===== src/rtl/spi_dac_sequencer_if.sv =====
// FIFO-side and DAC-side pins of spi_dac_sequencer.
// With LDAC_SYNC_EN defined the bundle also carries the ldacn strobe.
interface spi_dac_sequencer_if #(
  parameter int unsigned NCH = 2
);
  logic           fifo_empty;
  logic [7:0]     fifo_data;
  logic           fifo_rd;
  logic           SCL;
  logic           MOSI;
  logic [NCH-1:0] CSn;
  logic           busy;
  logic           frame_err;
`ifdef LDAC_SYNC_EN
  logic           ldacn;

  modport master (input fifo_empty, fifo_data,
                  output fifo_rd, SCL, MOSI, CSn, busy, frame_err, ldacn);
  modport slave  (output fifo_empty, fifo_data,
                  input fifo_rd, SCL, MOSI, CSn, busy, frame_err, ldacn);
`else
  modport master (input fifo_empty, fifo_data,
                  output fifo_rd, SCL, MOSI, CSn, busy, frame_err);
  modport slave  (output fifo_empty, fifo_data,
                  input fifo_rd, SCL, MOSI, CSn, busy, frame_err);
`endif
endinterface


===== src/rtl/spi_dac_sequencer.sv =====
// Pops header/value/delay frames from a FWFT byte FIFO, waits the delay, then shifts the
// value out as an SPI mode-0 word on one of NCH chip selects. LDAC_SYNC_EN adds an ldacn pulse.
module spi_dac_sequencer #(
  parameter int unsigned DATA_W = 16,
  parameter int unsigned CNT_W  = 16,
  parameter int unsigned NCH    = 2,
  parameter int unsigned CLKDIV = 1,
  parameter int unsigned VSHIFT = 2
) (
  input  logic                 clk,
  input  logic                 resetn,
  spi_dac_sequencer_if.master  bus
);
  localparam int unsigned PAY_B = DATA_W / 8 + CNT_W / 8;
  localparam int unsigned FRM_W = DATA_W + CNT_W;
  localparam int unsigned BC_W  = $clog2(PAY_B + 1);
  localparam int unsigned BIT_W = $clog2(DATA_W + 1);
  localparam int unsigned DIV_W = (CLKDIV > 1) ? $clog2(CLKDIV) : 1;

  typedef enum logic [2:0] {IDLE, COLLECT, WAIT, SEND, DONE, ERR, LDAC} state_t;

  state_t             r_state, w_state;
  logic [3:0]         r_ch, w_ch;
  logic [FRM_W-9:0]   r_frm, w_frm;
  logic [BC_W-1:0]    r_bcnt, w_bcnt;
  logic [CNT_W-1:0]   r_cnt, w_cnt;
  logic [DATA_W-1:0]  r_shift, w_shift;
  logic [DIV_W-1:0]   r_div, w_div;
  logic               r_scl, w_scl;
  logic [BIT_W-1:0]   r_bit, w_bit;
  logic [NCH-1:0]     r_csn, w_csn;
  logic               r_mosi, w_mosi;
  logic               r_busy, w_busy;
  logic               r_ferr, w_ferr;
  logic               w_rd;
  logic [FRM_W-1:0]   w_frm_in;
  logic [NCH-1:0]     w_sel;
`ifdef LDAC_SYNC_EN
  logic               r_hold, w_hold;
  logic               r_ldacn, w_ldacn;
`endif

  assign w_frm_in = {r_frm, bus.fifo_data};
  assign w_sel    = ~(NCH'(1) << r_ch);

  always_ff @(posedge clk or negedge resetn) begin
    if (!resetn) begin
      r_state <= IDLE;
      r_ch    <= '0;
      r_frm   <= '0;
      r_bcnt  <= '0;
      r_cnt   <= '0;
      r_shift <= '0;
      r_div   <= '0;
      r_scl   <= 1'b0;
      r_bit   <= '0;
      r_csn   <= '1;
      r_mosi  <= 1'b0;
      r_busy  <= 1'b0;
      r_ferr  <= 1'b0;
`ifdef LDAC_SYNC_EN
      r_hold  <= 1'b0;
      r_ldacn <= 1'b1;
`endif
    end else begin
      r_state <= w_state;
      r_ch    <= w_ch;
      r_frm   <= w_frm;
      r_bcnt  <= w_bcnt;
      r_cnt   <= w_cnt;
      r_shift <= w_shift;
      r_div   <= w_div;
      r_scl   <= w_scl;
      r_bit   <= w_bit;
      r_csn   <= w_csn;
      r_mosi  <= w_mosi;
      r_busy  <= w_busy;
      r_ferr  <= w_ferr;
`ifdef LDAC_SYNC_EN
      r_hold  <= w_hold;
      r_ldacn <= w_ldacn;
`endif
    end
  end

  always_comb begin
    w_state = r_state;
    w_ch    = r_ch;
    w_frm   = r_frm;
    w_bcnt  = r_bcnt;
    w_cnt   = r_cnt;
    w_shift = r_shift;
    w_div   = r_div;
    w_scl   = r_scl;
    w_bit   = r_bit;
    w_csn   = r_csn;
    w_mosi  = r_mosi;
    w_busy  = r_busy;
    w_ferr  = 1'b0;
    w_rd    = 1'b0;
`ifdef LDAC_SYNC_EN
    w_hold  = r_hold;
    w_ldacn = r_ldacn;
`endif
    case (r_state)
      IDLE: begin
        w_rd = resetn & ~bus.fifo_empty;
        if (w_rd) begin
          w_ch    = bus.fifo_data[3:0];
`ifdef LDAC_SYNC_EN
          w_hold  = bus.fifo_data[7];
`endif
          w_bcnt  = '0;
          w_busy  = 1'b1;
          w_state = COLLECT;
        end
      end
      COLLECT: begin
        w_rd = resetn & ~bus.fifo_empty;
        if (w_rd) begin
          w_frm  = w_frm_in[FRM_W-9:0];
          w_bcnt = r_bcnt + BC_W'(1);
          // Last payload byte: value and delay are complete in w_frm_in this cycle.
          if (r_bcnt == BC_W'(PAY_B - 1)) begin
            if ({1'b0, r_ch} >= 5'(NCH)) begin
              w_ferr  = 1'b1;
              w_state = ERR;
            end else begin
              w_cnt   = w_frm_in[CNT_W-1:0];
              w_shift = w_frm_in[FRM_W-1 -: DATA_W] >> VSHIFT;
              w_state = WAIT;
            end
          end
        end
      end
      WAIT: begin
        if (r_cnt == '0) begin
          w_csn   = w_sel;
          w_mosi  = r_shift[DATA_W-1];
          w_scl   = 1'b0;
          w_div   = '0;
          w_bit   = '0;
          w_state = SEND;
        end else begin
          w_cnt = r_cnt - CNT_W'(1);
        end
      end
      SEND: begin
        // Each bit is CLKDIV cycles low then CLKDIV high; data advances on the fall.
        if (r_div == DIV_W'(CLKDIV - 1)) begin
          w_div = '0;
          if (!r_scl) begin
            w_scl = 1'b1;
          end else begin
            w_scl = 1'b0;
            w_bit = r_bit + BIT_W'(1);
            if (r_bit == BIT_W'(DATA_W - 1)) begin
              w_csn   = '1;
              w_state = DONE;
            end else begin
              w_shift = {r_shift[DATA_W-2:0], 1'b0};
              w_mosi  = r_shift[DATA_W-2];
            end
          end
        end else begin
          w_div = r_div + DIV_W'(1);
        end
      end
      DONE: begin
        w_mosi = 1'b0;
`ifdef LDAC_SYNC_EN
        if (!r_hold) begin
          w_ldacn = 1'b0;
          w_div   = '0;
          w_state = LDAC;
        end else begin
          w_busy  = 1'b0;
          w_state = IDLE;
        end
`else
        w_busy  = 1'b0;
        w_state = IDLE;
`endif
      end
      ERR: begin
        w_busy  = 1'b0;
        w_state = IDLE;
      end
`ifdef LDAC_SYNC_EN
      LDAC: begin
        if (r_div == DIV_W'(CLKDIV - 1)) begin
          w_ldacn = 1'b1;
          w_busy  = 1'b0;
          w_state = IDLE;
        end else begin
          w_div = r_div + DIV_W'(1);
        end
      end
`endif
      default: w_state = IDLE;
    endcase
  end

  assign bus.fifo_rd   = w_rd;
  assign bus.SCL       = r_scl;
  assign bus.MOSI      = r_mosi;
  assign bus.CSn       = r_csn;
  assign bus.busy      = r_busy;
  assign bus.frame_err = r_ferr;
`ifdef LDAC_SYNC_EN
  assign bus.ldacn     = r_ldacn;
`endif
endmodule


===== src/flat_wrapper.sv =====
// flat-port wrapper written by rule: the top's interface ports become plain ports
module spi_dac_sequencer_flat 
#(
  parameter int unsigned DATA_W = 16,
  parameter int unsigned CNT_W  = 16,
  parameter int unsigned NCH    = 2,
  parameter int unsigned CLKDIV = 1,
  parameter int unsigned VSHIFT = 2
)
  (clk, resetn, bus_fifo_empty, bus_fifo_data, bus_fifo_rd, bus_SCL, bus_MOSI, bus_CSn, bus_busy, bus_frame_err);
  spi_dac_sequencer_if #(.NCH(NCH)) bus_i ();
  input  logic clk;
  input  logic resetn;
  input wire logic [$bits(bus_i.fifo_empty)-1:0] bus_fifo_empty;
  input wire logic [$bits(bus_i.fifo_data)-1:0] bus_fifo_data;
  output wire logic [$bits(bus_i.fifo_rd)-1:0] bus_fifo_rd;
  output wire logic [$bits(bus_i.SCL)-1:0] bus_SCL;
  output wire logic [$bits(bus_i.MOSI)-1:0] bus_MOSI;
  output wire logic [$bits(bus_i.CSn)-1:0] bus_CSn;
  output wire logic [$bits(bus_i.busy)-1:0] bus_busy;
  output wire logic [$bits(bus_i.frame_err)-1:0] bus_frame_err;
  assign bus_i.fifo_empty = bus_fifo_empty;
  assign bus_i.fifo_data = bus_fifo_data;
  assign bus_fifo_rd = bus_i.fifo_rd;
  assign bus_SCL = bus_i.SCL;
  assign bus_MOSI = bus_i.MOSI;
  assign bus_CSn = bus_i.CSn;
  assign bus_busy = bus_i.busy;
  assign bus_frame_err = bus_i.frame_err;
  spi_dac_sequencer #(.DATA_W(DATA_W), .CNT_W(CNT_W), .NCH(NCH), .CLKDIV(CLKDIV), .VSHIFT(VSHIFT)) u_core (.clk(clk), .resetn(resetn), .bus(bus_i));
endmodule

===== config.mk =====
export PLATFORM = sky130hd
export DESIGN_NAME = spi_dac_sequencer_flat
export DESIGN_NICKNAME = d
export VERILOG_FILES = /design/src/rtl/spi_dac_sequencer_if.sv /design/src/rtl/spi_dac_sequencer.sv /design/src/flat_wrapper.sv
export SDC_FILE = /design/constraint.sdc
export NUM_CORES = 1
export LEC_CHECK = 0
export CAP_MARGIN = 0
export CORE_MARGIN = 2
export CORE_UTILIZATION = 40
export DETAILED_ROUTE_END_ITERATION = 10
export PLACE_DENSITY_LB_ADDON = 0.1
export SYNTH_ARGS = -nofsm -noshare
export SYNTH_HDL_FRONTEND = slang
export SYNTH_SLANG_ARGS = --single-unit

===== constraint.sdc =====
create_clock -name clk -period 3 [get_ports clk]
set_input_delay 0.9 -clock clk [delete_from_list [all_inputs] [get_ports clk]]
set_output_delay 0.9 -clock clk [all_outputs]
set_load 0.02 [all_outputs]

After elaboration in Yosys (flattened, before gate mapping)

Cells that the tools add are included.

Logic and storage cells: 112
Flip-flop bits (word level): 78
Output and inout bits: 7
Bits of input ports: 11

Mux-type cells: 51
$lt $le $gt $ge: 1
Bitwise logic cells: 3
Equality and inequality tests: 17
Shifts and indexed selects: 1
Reduce and logical (&&, ||, !) cells: 22
$add $sub $neg: 4

Operators with widths:

| operator                                             | number |
|---|---|
| two-way mux 16 bit                                   | 10 |
| one-hot mux 16 bit (2 select lines)                  | 2 |
| two-way mux 3 bit                                    | 10 |
| logical NOT 16 bit                                   | 1 |
| subtractor 16 x 1 -> 16 bit (second input constant)  | 1 |
| two-way mux 5 bit                                    | 3 |
| AND reduction 5 bit                                  | 3 |
| two-way mux 1 bit                                    | 14 |
| AND reduction 7 bit                                  | 2 |
| != test 2 x 1 -> 1 bit (second input constant)       | 6 |
| one-hot mux 3 bit (4 select lines)                   | 1 |
| one-hot mux 5 bit (2 select lines)                   | 1 |
| nonzero test 2 bit                                   | 5 |
| equality test 3 x 2 -> 1 bit (second input constant) | 3 |
| two-way mux 2 bit                                    | 4 |
| != test 2 bit (second input constant)                | 4 |
| AND reduction 2 bit                                  | 4 |
| equality test 3 bit (second input constant)          | 2 |
| one-hot mux 1 bit (2 select lines)                   | 3 |
| one-hot mux 3 bit (2 select lines)                   | 1 |
| AND reduction 3 bit                                  | 2 |
| adder 5 x 1 -> 5 bit (second input constant)         | 1 |
| equality test 5 x 4 -> 1 bit (second input constant) | 1 |
| >= comparator 4 x 2 -> 1 bit (second input constant) | 1 |
| other kinds (13)                                     | 14 |

Depth between registers and ports, before layout

Gate-level depths: netlist of the first run.

Depth in word-level cells: 5
Gate-level depth with buffers: 9
Gate-level depth less buffers: 7

Least setup slack after synthesis of the first run

Ideal clock, no wire load.

Kind: input to output
Start: input bus_fifo_empty
End: output bus_fifo_rd
Path buffers: 0
Data required time: 2100 ps
Stages on the path: 3
Data arrival time: 1513 ps
Slack: 587 ps
Cells stage by stage: nand2b_1 or3_4 inv_2

Word-level cells in the longest chain between the ends: 3

Ends and longest elaborated chain:

| what              | line                                               | source |
|---|---|---|
| start, declared   | flat_wrapper.sv:14                                 | `input wire logic [$bits(bus_i.fifo_empty)-1:0] bus_fifo_empty;` |
| NOT 1 bit         | spi_dac_sequencer.sv:107, spi_dac_sequencer.sv:119 |  |
| AND 1 bit         | spi_dac_sequencer.sv:107, spi_dac_sequencer.sv:119 |  |
| two-way mux 1 bit | n/a                                                |  |
| end, declared     | flat_wrapper.sv:16                                 | `output wire logic [$bits(bus_i.fifo_rd)-1:0] bus_fifo_rd;` |

No other way between the ends.

Worst setup path after layout of the first run

Same ends and word-level chain as after synthesis.

==> results of run 1 <==
[kinds of logic after synthesis]
kind of cell / Yosys count
xor+xnor: 2
compound gates: 62
buf+inv: 35
simple gates: 156
mux: 46
fa+ha+maj: 5
flops: 77
[metal layers]
layer	vias up	global-route usage, %	routed length [um]
li1	1431	-	-
met1	1484	25.52	4578
met2	40	27.11	4167
met3	10	2.882	234
met4	0	5.212	113
met5	-	0	0
[Yosys cell counts, types with 2 or more instances]
| master | number |
|---|---|
| o221ai_1 | 10 |
| or3_1 | 4 |
| a32o_1 | 2 |
| buf_2 | 8 |
| nor3_1 | 8 |
| nand3_1 | 13 |
| clkbuf_1 | 9 |
| o22ai_1 | 3 |
| o21ai_0 | 7 |
| o2bb2ai_1 | 2 |
| a21o_1 | 2 |
| dfstp_2 | 2 |
| buf_6 | 6 |
| a31oi_1 | 4 |
| and3_1 | 3 |
| nand2b_1 | 7 |
| or4_1 | 2 |
| dfrtp_1 | 75 |
| nor4_2 | 2 |
| a22oi_1 | 4 |
| or2_2 | 2 |
| nand4_1 | 3 |
| mux2i_1 | 4 |
| nor3_2 | 2 |
| and4_1 | 3 |
| o211ai_1 | 6 |
| and3b_1 | 3 |
| nand2_1 | 65 |
| nor2b_1 | 2 |
| inv_1 | 10 |
| a21oi_1 | 8 |
| mux2_2 | 42 |
| nor4_1 | 4 |
| ha_1 | 5 |
| o311ai_0 | 2 |
| nand3b_1 | 4 |
| xor2_1 | 2 |
| nor2_1 | 18 |
| nor3b_1 | 3 |
[power groups by stage]
stage | combinational (W) | sequential [W] | clock (W)
3_3_place_gp | 0.00106 | 0.00183 | 0
2_1_floorplan | 0.000900 | 0.00167 | 0
3_5_place_dp | 0.00108 | 0.00183 | 0
5_1_grt | 0.00121 | 0.00188 | 0.000768
6_report | 0.00107 | 0.00182 | 0.000698
4_1_cts | 0.00109 | 0.00181 | 0.000723
[sequential cells by signal, indices dropped and copies added (netlist names), 2 cells and up]
register and flops:
u_core.bus.CSn 2, u_core.r_bcnt 3, u_core.r_bit 5, u_core.r_ch 4, u_core.r_cnt 16, u_core.r_frm 24
u_core.r_shift 16, u_core.r_state 3
[how the worst min path moves through the flow]
stage                                 from                end  slack, ns
final                      u_core.bus.busy    u_core.bus.busy       0.48
after global routing      u_core.r_bcnt[0]   u_core.r_bcnt[0]       0.52
after CTS                  u_core.bus.busy    u_core.bus.busy       0.49
after detailed placement   u_core.bus.busy    u_core.bus.busy       0.47
after global placement    u_core.r_bcnt[1]   u_core.r_bcnt[1]       0.46
after floorplan             u_core.r_ch[0]  u_core.bus.CSn[1]       0.41
[cell usage in the layout (no fill, tap or decap), types with 3 or more instances in the layout]
cell type / synthesis / final
dfrtp_1: 75 / 75
nand2_1: 65 / 65
mux2_2: 42 / 42
nor2_1: 18 / 18
buf_4: 1 / 17
clkdlybuf4s50_1: 0 / 15
nand3_1: 13 / 13
inv_1: 10 / 10
o221ai_1: 10 / 10
clkbuf_8: 0 / 9
nor3_1: 8 / 8
a21oi_1: 8 / 8
nand2b_1: 7 / 7
o21ai_0: 7 / 7
o211ai_1: 6 / 6
ha_1: 5 / 5
or3_1: 4 / 4
nand3b_1: 4 / 4
a31oi_1: 4 / 4
nor4_1: 4 / 4
mux2i_1: 4 / 4
a22oi_1: 4 / 4
and3_1: 3 / 3
and3b_1: 3 / 3
nand4_1: 3 / 3
and4_1: 3 / 3
o22ai_1: 3 / 3
clkinv_2: 0 / 3
[metrics by stage]
stage	power [W]	setup TNS, ns	util (%)
floorplan	0.002574	0	-
global placement	0.002885	-0.3340	44.21
detailed placement	0.002918	-0.3447	44.21
CTS	0.003621	0	45.88
global route	0.003858	0	45.88
finish	0.003586	0	45.88
[repair_timing]
item                                    4_1_cts  5_1_grt
endpoints found under the setup margin        1        0
resized for setup                             4        0
endpoints found under the hold margin         0        0
[final cells by class]
class | count | share of cell area (%)
multi-input cells | 271 | 42.30
inverters | 11 | 0.9208
flip-flops and latches | 77 | 43.02
repair buffers | 33 | 6.306
clock inverters | 6 | 0.8929
well taps | 133 | 3.711
clock buffers | 10 | 2.846
==> results.py, run 1 <==
metrics = {
    "synth": {
        "synth.mux.area_fraction_pct": 12.79,
        "synth-seq-cells": 77,
        "synth_xor_area_share_pct": 0.4367,
        "syn_nets": 399,
        "synth_edf_count": 0,
        "synth_area_leader_cell": "dfrtp_1",
        "yosys.area_share.simple_pct": 20.96,
        "synth_top_area_share_pct": 46.79,
        "avgSynthCellArea_um2": 10.47,
        "async_flop_share_pct": 100.0,
        "synthAdderAreaFrac_pct": 1.560,
        "ys_warn_count": 0,
        "synth_compound_area_share_pct": 11.42,
        "netlist_area_mm2": 0.004011,
        "synth.area.top_cells": "dfrtp_1 47%, mux2_2 12%, nand2_1 6.1%",
        "syn-instance-count": 383,
        "ys_types": 61,
        "seq_area_frac_synth_pct": 48.10,
        "synth_top_family_by_area": "simple AND/OR/NAND/NOR gates",
        "ys.flop_type": "dfrtp_1",
    },
    "global_route": {
        "grt_pass1_vias": 2885,
        "grt-ovfl-total": 0,
        "antenna_found_initial": 0,
        "gr-usage-all-layers_pct": 17.60,
        "grt_max_degree": 47,
        "grt_pass1_wl_um": 15210,
    },
    "detailed_routing": {
        "drt_first_iter_violations": 103,
        "routedWlPerCell_um": 16.81,
        "dr.pass1.iters": 4,
        "viasPerCell": 5.481,
        "ant_nets": 0,
        "vias": 2965,
        "drc_errors": 0,
        "wirelength_um": 9093,
    },
    "power_and_ir_drop": {
        "leakage_nw": 1.994,
        "p_clk_share_pct": 19.5,
        "p_comb_share_pct": 29.9,
        "power_density_mw_per_mm2": 799.7,
        "pwr-share-seq_pct": 50.6,
        "vdd_drop_max_mv": 0.3546,
        "p_sw_w": 0.001313,
        "p_int_w": 0.002273,
        "swShare_pct": 36.62,
    },
    "clock_network": {
        "post_cts_buffers": 0,
        "clock_path_buffers": 2,
        "cts_tree": "built",
        "clock-sinks": 77,
        "clk_pin_slew_worst_paths_ns": 0.08,
        "holdBufCountCts": 0,
        "clkLatencyLatePin_ns": 0.35,
        "clk_root_buffer_cell": "clkbuf_8",
        "h-tree-depth": 3,
        "cts_buffers": 9,
    },
    "final_layout": {
        "stdcell_count": 541,
        "syn2layout_area_growth_pct": 11.79,
        "seqCellArea_mm2": 0.001929,
        "multi_input_comb_area_mm2": 0.001897,
        "fin_area_mm2": 0.004484,
        "fillers": 950,
        "layout.nets": 419,
        "drive_above_1_share_pct": 22.79,
        "n_antenna_cell": 0,
    },
    "timing": {
        "rsz0062_at_grt": "false",
        "setup_slack_ns": 0.1024,
        "fin_crit_sh_pct": 96.59,
        "timing_hold_violations_final": 0,
        "max_freq_ghz": 0.3451,
        "skew_ns": 0.009890,
        "finalSetupViolCount": 0,
        "slew_viol_final": 0,
        "tightest_slew_ns": 0.8305,
        "relSlewSlack_pct": 44.63,
        "holdWs_ns": 0.4796,
        "period_needed_ns": 2.898,
    },
    "critical_path": {
        "crit_family": "buffers and inverters",
        "critPathRequiredTime_ns": 2.10,
        "setup.worst_path.start": "bus_fifo_empty",
        "reg2reg_from": "u_core.r_cnt[0]",
        "reg2reg_to": "u_core.r_cnt[8]",
        "cp-endpoint": "bus_fifo_rd",
        "crit_path_end_kind": "output port",
        "reg2reg_setup_slack_ns": 0.84,
        "r2r.worst_path.cells": 7,
        "path_cells": "clkdlybuf4s50_1 > nand2b_1 > or3_4 > inv_2 > buf_2",
        "cp.arrival_ns": 2.00,
        "slowest_stage": "clkdlybuf4s50_1",
        "start_kind": "input pin",
        "worst-path-stages": 5,
        "path_max_fanout": 2,
        "critical_path_buf_inv_count": 3,
        "critPathKind": "input pin to output port",
        "cpPeakStageDelay_ns": 0.41,
    },
    "floorplanning": {
        "die_h_um": 104.1,
        "die_x_um": 104.1,
        "row_count": 36,
        "coreArea_mm2": 0.009774,
        "dieArea_mm2": 0.01085,
        "io_pins": 18,
        "start_util_pct": 41.04,
    },
    "placed_design": {
        "portBuffers": 17,
        "post-dp-hpwl_um": 6248,
        "globalplace.congestion": 0.8186,
        "post-place-cells": 525,
        "preCtsSetupSlack_ns": -0.3447,
        "post_dp_cell_area_mm2": 0.004322,
    },
    "worst_hold_path": {
        "min_path_type": "register to register",
        "min_path_cells": 1,
    },
    "status": {
        "status": "finished clean",
    },
    "run": {
        "cap_violations": 0,
    },
}
(Power assumes the default switching activity.)
==> inputs of run 2 (changes only) <==
--- a/config.mk
+++ b/config.mk
@@ -7,7 +7,7 @@
 export LEC_CHECK = 0
 export CAP_MARGIN = 0
 export CORE_MARGIN = 2
-export CORE_UTILIZATION = 40
+export CORE_UTILIZATION = 39
 export DETAILED_ROUTE_END_ITERATION = 10
 export PLACE_DENSITY_LB_ADDON = 0.1
 export SYNTH_ARGS = -nofsm -noshare
==> run 2 against run 1 <==
Effect of this change:
- register-to-register slack better by 0.03 ns
- first-iteration DRC count is 43% higher
- worst setup slack worse by 0.0020 ns
- critical path type unchanged
- largest cell class unchanged
- largest power group unchanged
==> results.py, run 2 (synthesis results as in run 1) <==
metrics = {
    "timing": {
        "max_freq_ghz": 0.3449,
        "rsz0062_at_grt": "false",
        "relSlewSlack_pct": 42.13,
        "finalSetupViolCount": 0,
        "tightest_slew_ns": 0.8681,
        "period_needed_ns": 2.900,
        "slew_viol_final": 0,
        "skew_ns": 0.01108,
        "fin_crit_sh_pct": 96.65,
        "timing_hold_violations_final": 0,
    },
    "floorplanning": {
        "die_h_um": 105.4,
        "io_pins": 18,
        "start_util_pct": 39.57,
        "row_count": 37,
        "dieArea_mm2": 0.01111,
        "coreArea_mm2": 0.01014,
        "die_x_um": 105.4,
    },
    "power_and_ir_drop": {
        "p_int_w": 0.002287,
        "p_total_w": 0.003628,
        "leakage_nw": 2.014,
        "swShare_pct": 36.94,
        "p_clk_share_pct": 20.4,
        "pwr-share-seq_pct": 50.0,
        "p_sw_w": 0.001340,
        "vdd_drop_max_mv": 0.3324,
        "p_comb_share_pct": 29.6,
        "power_density_mw_per_mm2": 802.3,
    },
    "final_layout": {
        "syn2layout_area_growth_pct": 12.73,
        "reg.largest.list": "u_core.r_frm: 24 flops, u_core.r_cnt: 16 flops, u_core.r_shift: 16 flops",
        "layout_common_cells": "75 x dfrtp_1, 65 x nand2_1, 42 x mux2_2",
        "layout.nets": 420,
        "drive_above_1_share_pct": 23.23,
        "n_antenna_cell": 0,
        "largest_reg_flops": 24,
        "final_common_cell": "dfrtp_1",
        "fin_area_mm2": 0.004522,
        "regMostFlops": "u_core.r_frm",
    },
    "critical_path": {
        "path_max_fanout": 2,
        "cp.arrival_ns": 2.00,
        "crit_path_end_kind": "output port",
        "critPathKind": "input pin to output port",
        "critPathRequiredTime_ns": 2.10,
        "start_kind": "input pin",
    },
    "global_route": {
        "grt_max_degree": 67,
        "gr-usage-all-layers_pct": 18.06,
        "antenna_found_initial": 0,
        "grt_pass1_wl_um": 15750,
        "grt_pass1_vias": 2979,
        "grt-ovfl-total": 0,
    },
    "clock_network": {
        "clk_pin_slew_worst_paths_ns": 0.09,
        "clock_path_buffers": 2,
        "h-tree-depth": 3,
        "cts_buffers": 9,
        "clkLatencyLatePin_ns": 0.35,
        "clk_root_buffer_cell": "clkbuf_8",
        "post_cts_buffers": 0,
        "clock-sinks": 77,
        "holdBufCountCts": 0,
        "cts-resized-gates": 4,
        "cts_tree": "built",
    },
    "detailed_routing": {
        "vias": 2968,
        "routedWlPerCell_um": 17.01,
        "drc_errors": 0,
        "dr.pass1.iters": 4,
        "viasPerCell": 5.446,
        "wirelength_um": 9270,
        "ant_nets": 0,
        "drt_first_iter_violations": 147,
    },
    "run": {
        "cap_violations": 0,
    },
    "placed_design": {
        "globalplace.congestion": 0.8349,
        "post_dp_cell_area_mm2": 0.004345,
        "post-dp-hpwl_um": 6335,
        "portBuffers": 17,
    },
    "worst_hold_path": {
        "min_path_type": "register to register",
    },
    "status": {
        "status": "finished clean",
    },
}
[run 2: cell types whose count changed in the layout (fill, tap and decap cells not counted)]
cell / previous run / this run
buf_12: 0 / 1
clkbuf_1: 1 / 0
clkinv_2: 3 / 1
clkinv_4: 2 / 4
clkinvlp_4: 1 / 0
inv_6: 0 / 2
[run 2: area by class of cell]
type / instances / area (um^2)
fill: 973 / 5617
sequential: 77 / 1929
multi-input combinational: 271 / 1897
timing repair buffer: 34 / 302.8
tap: 136 / 170.2
clock buffer: 9 / 123.9
clock inverter: 7 / 57.56
inverter: 11 / 41.29
[run 2: power by group through the flow]
stage	logic (W)	registers (W)	clock network [W]
2_1_floorplan	0.000900	0.00167	0
3_3_place_gp	0.00107	0.00183	0
6_report	0.00108	0.00181	0.000739
4_1_cts	0.00109	0.00181	0.000773
3_5_place_dp	0.00109	0.00183	0
5_1_grt	0.00123	0.00188	0.000820
[run 2: stage by stage]
step	cells	setup WS, ns	hold WS (ns)	utilization (%)	TNS, ns
after floorplan	383	0.5875	0.4122	-	0
after global placement	529	-0.3314	0.4589	42.86	-0.3314
after detailed placement	529	-0.3432	0.4646	42.86	-0.3432
after CTS	545	0.09522	0.4739	44.60	0
after global routing	545	0.06516	0.4964	44.60	0
final	545	0.1004	0.4735	44.60	0
[run 2: final timing paths]
path                            cells after the start  slack [ns]           endpoint               from
worst min register to register                      1        0.47  u_core.bus.CSn[1]     u_core.r_ch[0]
worst max-delay path                                5        0.10        bus_fifo_rd     bus_fifo_empty
min in group asynchronous                           2        0.50  u_core.r_state[2]             resetn
worst min-delay path                                1        0.47  u_core.bus.CSn[1]     u_core.r_ch[0]
max in group asynchronous                           3        1.40    u_core.r_frm[0]             resetn
worst max register to register                      4        0.87    u_core.r_cnt[1]  u_core.r_state[2]
[run 2: metal layers]
layer / vias up / global-route usage [%] / wire [um]
li1: 1436 / - / -
met1: 1490 / 25.33 / 4520
met2: 38 / 28.34 / 4445
met3: 4 / 3.587 / 249
met4: 0 / 5.238 / 55
met5: - / 0 / 0
[run 2: critical path, stage by stage]
cell and delay, ns:
clkdlybuf4s50_1 0.41, nand2b_1 0.15, or3_4 0.33, inv_2 0.06, buf_2 0.15
==> inputs of run 3 (changes only) <==
--- a/config.mk
+++ b/config.mk
@@ -6,8 +6,9 @@
 export NUM_CORES = 1
 export LEC_CHECK = 0
 export CAP_MARGIN = 0
-export CORE_MARGIN = 2
+export CORE_MARGIN = 1.5
 export CORE_UTILIZATION = 39
+export CTS_BUF_LIST = sky130_fd_sc_hd__clkbuf_4
 export DETAILED_ROUTE_END_ITERATION = 10
 export PLACE_DENSITY_LB_ADDON = 0.1
 export SYNTH_ARGS = -nofsm -noshare
==> run 3 against run 2 <==
Effect of this change:
- clock-buffer cell count is the same
- cell count shrank 0.92%
- cell area shrank 0.25%
- routed wire length shrank 2.6%
- global-route usage shrank 0.13 points
==> results.py, run 3 (synthesis results as in run 1) <==
metrics = {
    "clock_network": {
        "post_cts_buffers": 0,
        "clock-sinks": 77,
        "cts_tree": "built",
        "clk_root_buffer_cell": "clkbuf_4",
        "clock_path_buffers": 2,
        "clk_pin_slew_worst_paths_ns": 0.13,
        "h-tree-depth": 3,
        "cts_buffers": 9,
        "clkLatencyLatePin_ns": 0.43,
    },
    "timing": {
        "slew_viol_final": 0,
        "period_needed_ns": 2.888,
        "timing_hold_violations_final": 0,
        "setup_slack_ns": 0.1117,
        "max_freq_ghz": 0.3462,
        "finalSetupViolCount": 0,
        "fin_tns_setup_ns": 0,
        "fin_crit_sh_pct": 96.28,
        "rsz0062_at_grt": "false",
        "skew_ns": 0.01936,
        "relSlewSlack_pct": 31.43,
        "tightest_slew_ns": 1.025,
    },
    "power_and_ir_drop": {
        "p_sw_w": 0.001304,
        "swShare_pct": 35.21,
        "vdd_drop_max_mv": 0.3970,
        "p_int_w": 0.002399,
        "leakage_nw": 2.011,
        "p_clk_share_pct": 22.0,
        "power_density_mw_per_mm2": 820.8,
        "p_comb_share_pct": 28.9,
        "pwr-share-seq_pct": 49.0,
    },
    "critical_path": {
        "start_kind": "input pin",
        "cp.arrival_ns": 1.99,
        "critPathKind": "input pin to output port",
        "reg2reg_from": "u_core.r_cnt[0]",
        "setup.worst_path.start": "bus_fifo_empty",
        "path_max_fanout": 2,
        "crit_path_end_kind": "output port",
        "critPathRequiredTime_ns": 2.10,
    },
    "detailed_routing": {
        "wirelength_um": 9028,
        "drt_first_iter_violations": 179,
        "routedWlPerCell_um": 16.72,
        "drc_errors": 0,
        "ant_nets": 0,
        "dr.pass1.iters": 4,
        "viasPerCell": 5.506,
        "vias": 2973,
    },
    "floorplanning": {
        "coreArea_mm2": 0.009864,
        "die_h_um": 104.4,
        "start_util_pct": 40.66,
        "dieArea_mm2": 0.01090,
        "die_x_um": 104.4,
        "row_count": 36,
        "io_pins": 18,
    },
    "final_layout": {
        "layout.nets": 418,
        "largest_reg_flops": 24,
        "n_antenna_cell": 0,
        "regMostFlops": "u_core.r_frm",
        "reg.largest.list": "u_core.r_frm: 24 flops, u_core.r_cnt: 16 flops, u_core.r_shift: 16 flops",
        "drive_above_1_share_pct": 22.85,
        "final_common_cell": "dfrtp_1",
        "fin_area_mm2": 0.004511,
        "layout_common_cells": "75 x dfrtp_1, 65 x nand2_1, 42 x mux2_2",
        "fin_util_pct": 45.73,
        "syn2layout_area_growth_pct": 12.45,
    },
    "placed_design": {
        "globalplace.congestion": 0.7941,
        "portBuffers": 17,
        "preCtsSetupSlack_ns": -0.3392,
        "post-dp-hpwl_um": 6164,
        "post_dp_cell_area_mm2": 0.004327,
    },
    "worst_hold_path": {
        "min_path_type": "register to register",
        "hp-start": "u_core.r_bcnt[1]",
    },
    "global_route": {
        "gr-usage-all-layers_pct": 17.93,
        "grt_pass1_wl_um": 15460,
        "grt_pass1_vias": 2927,
        "grt_max_degree": 78,
        "grt-ovfl-total": 0,
        "antenna_found_initial": 0,
    },
    "status": {
        "status": "finished clean",
    },
    "run": {
        "cap_violations": 0,
    },
}
## run 3: cell types whose count changed in the layout (fill, tap and decap cells not counted)
cell,delta
clkbuf_8,-9
buf_4,-2
clkbuf_4,+9
bufinv_16,+3
clkinv_4,-3
## run 3: power groups by stage
stage	Clock [W]	Sequential, W	Combinational [W]
floorplan	0	0.00167	0.000900
global placement	0	0.00182	0.00107
detailed placement	0	0.00184	0.00109
CTS	0.000847	0.00181	0.00109
global route	0.000890	0.00188	0.00121
finish	0.000816	0.00182	0.00107
## run 3: critical path, cell delays in order
cell,delay [ns]
clkdlybuf4s50_1,0.41
nand2b_1,0.14
or3_4,0.33
inv_2,0.06
buf_2,0.15
## run 3: metal layers
layer | track usage [%] | wire length (um) | vias up
li1 | - | - | 1435
met1 | 25.81 | 4542 | 1461
met2 | 27.49 | 4072 | 61
met3 | 2.882 | 292 | 16
met4 | 5.754 | 121 | 0
met5 | 0 | 0 | -
## run 3: final timing paths
| kind | endpoint | slack, ns | cells past startpoint |
|---|---|---|---|
| max | bus_fifo_rd | 0.11 | 5 |
| max in group asynchronous | u_core.bus.busy | 1.55 | 3 |
| max reg2reg | u_core.r_cnt[10] | 0.61 | 6 |
| min in group asynchronous | u_core.r_bit[2] | 0.81 | 3 |
| min | u_core.r_bcnt[1] | 0.49 | 2 |
| min reg2reg | u_core.r_bcnt[1] | 0.49 | 2 |
## run 3: what timing repair did
action,CTS,global route
hold buffers,0,0
endpoints found under the setup margin,1,1
gates resized for setup,3,1
## run 3: area by class of cell
class	instances	area [um^2]
Clock buffer	9	67.56
Clock inverter	7	121.4
Fill cell	937	5354
Inverter	11	41.29
Multi-Input combinational cell	271	1897
Sequential cell	77	1929
Tap cell	133	166.4
Timing Repair Buffer	32	287.8
## run 3: stage by stage
stage	total power [W]	hold WS, ns	std cells
after floorplan	0.002574	0.4122	383
after global placement	0.002891	0.4589	524
after detailed placement	0.002928	0.4612	524
after CTS	0.003753	0.4921	540
after global routing	0.003982	0.5194	540
final	0.003703	0.4880	540
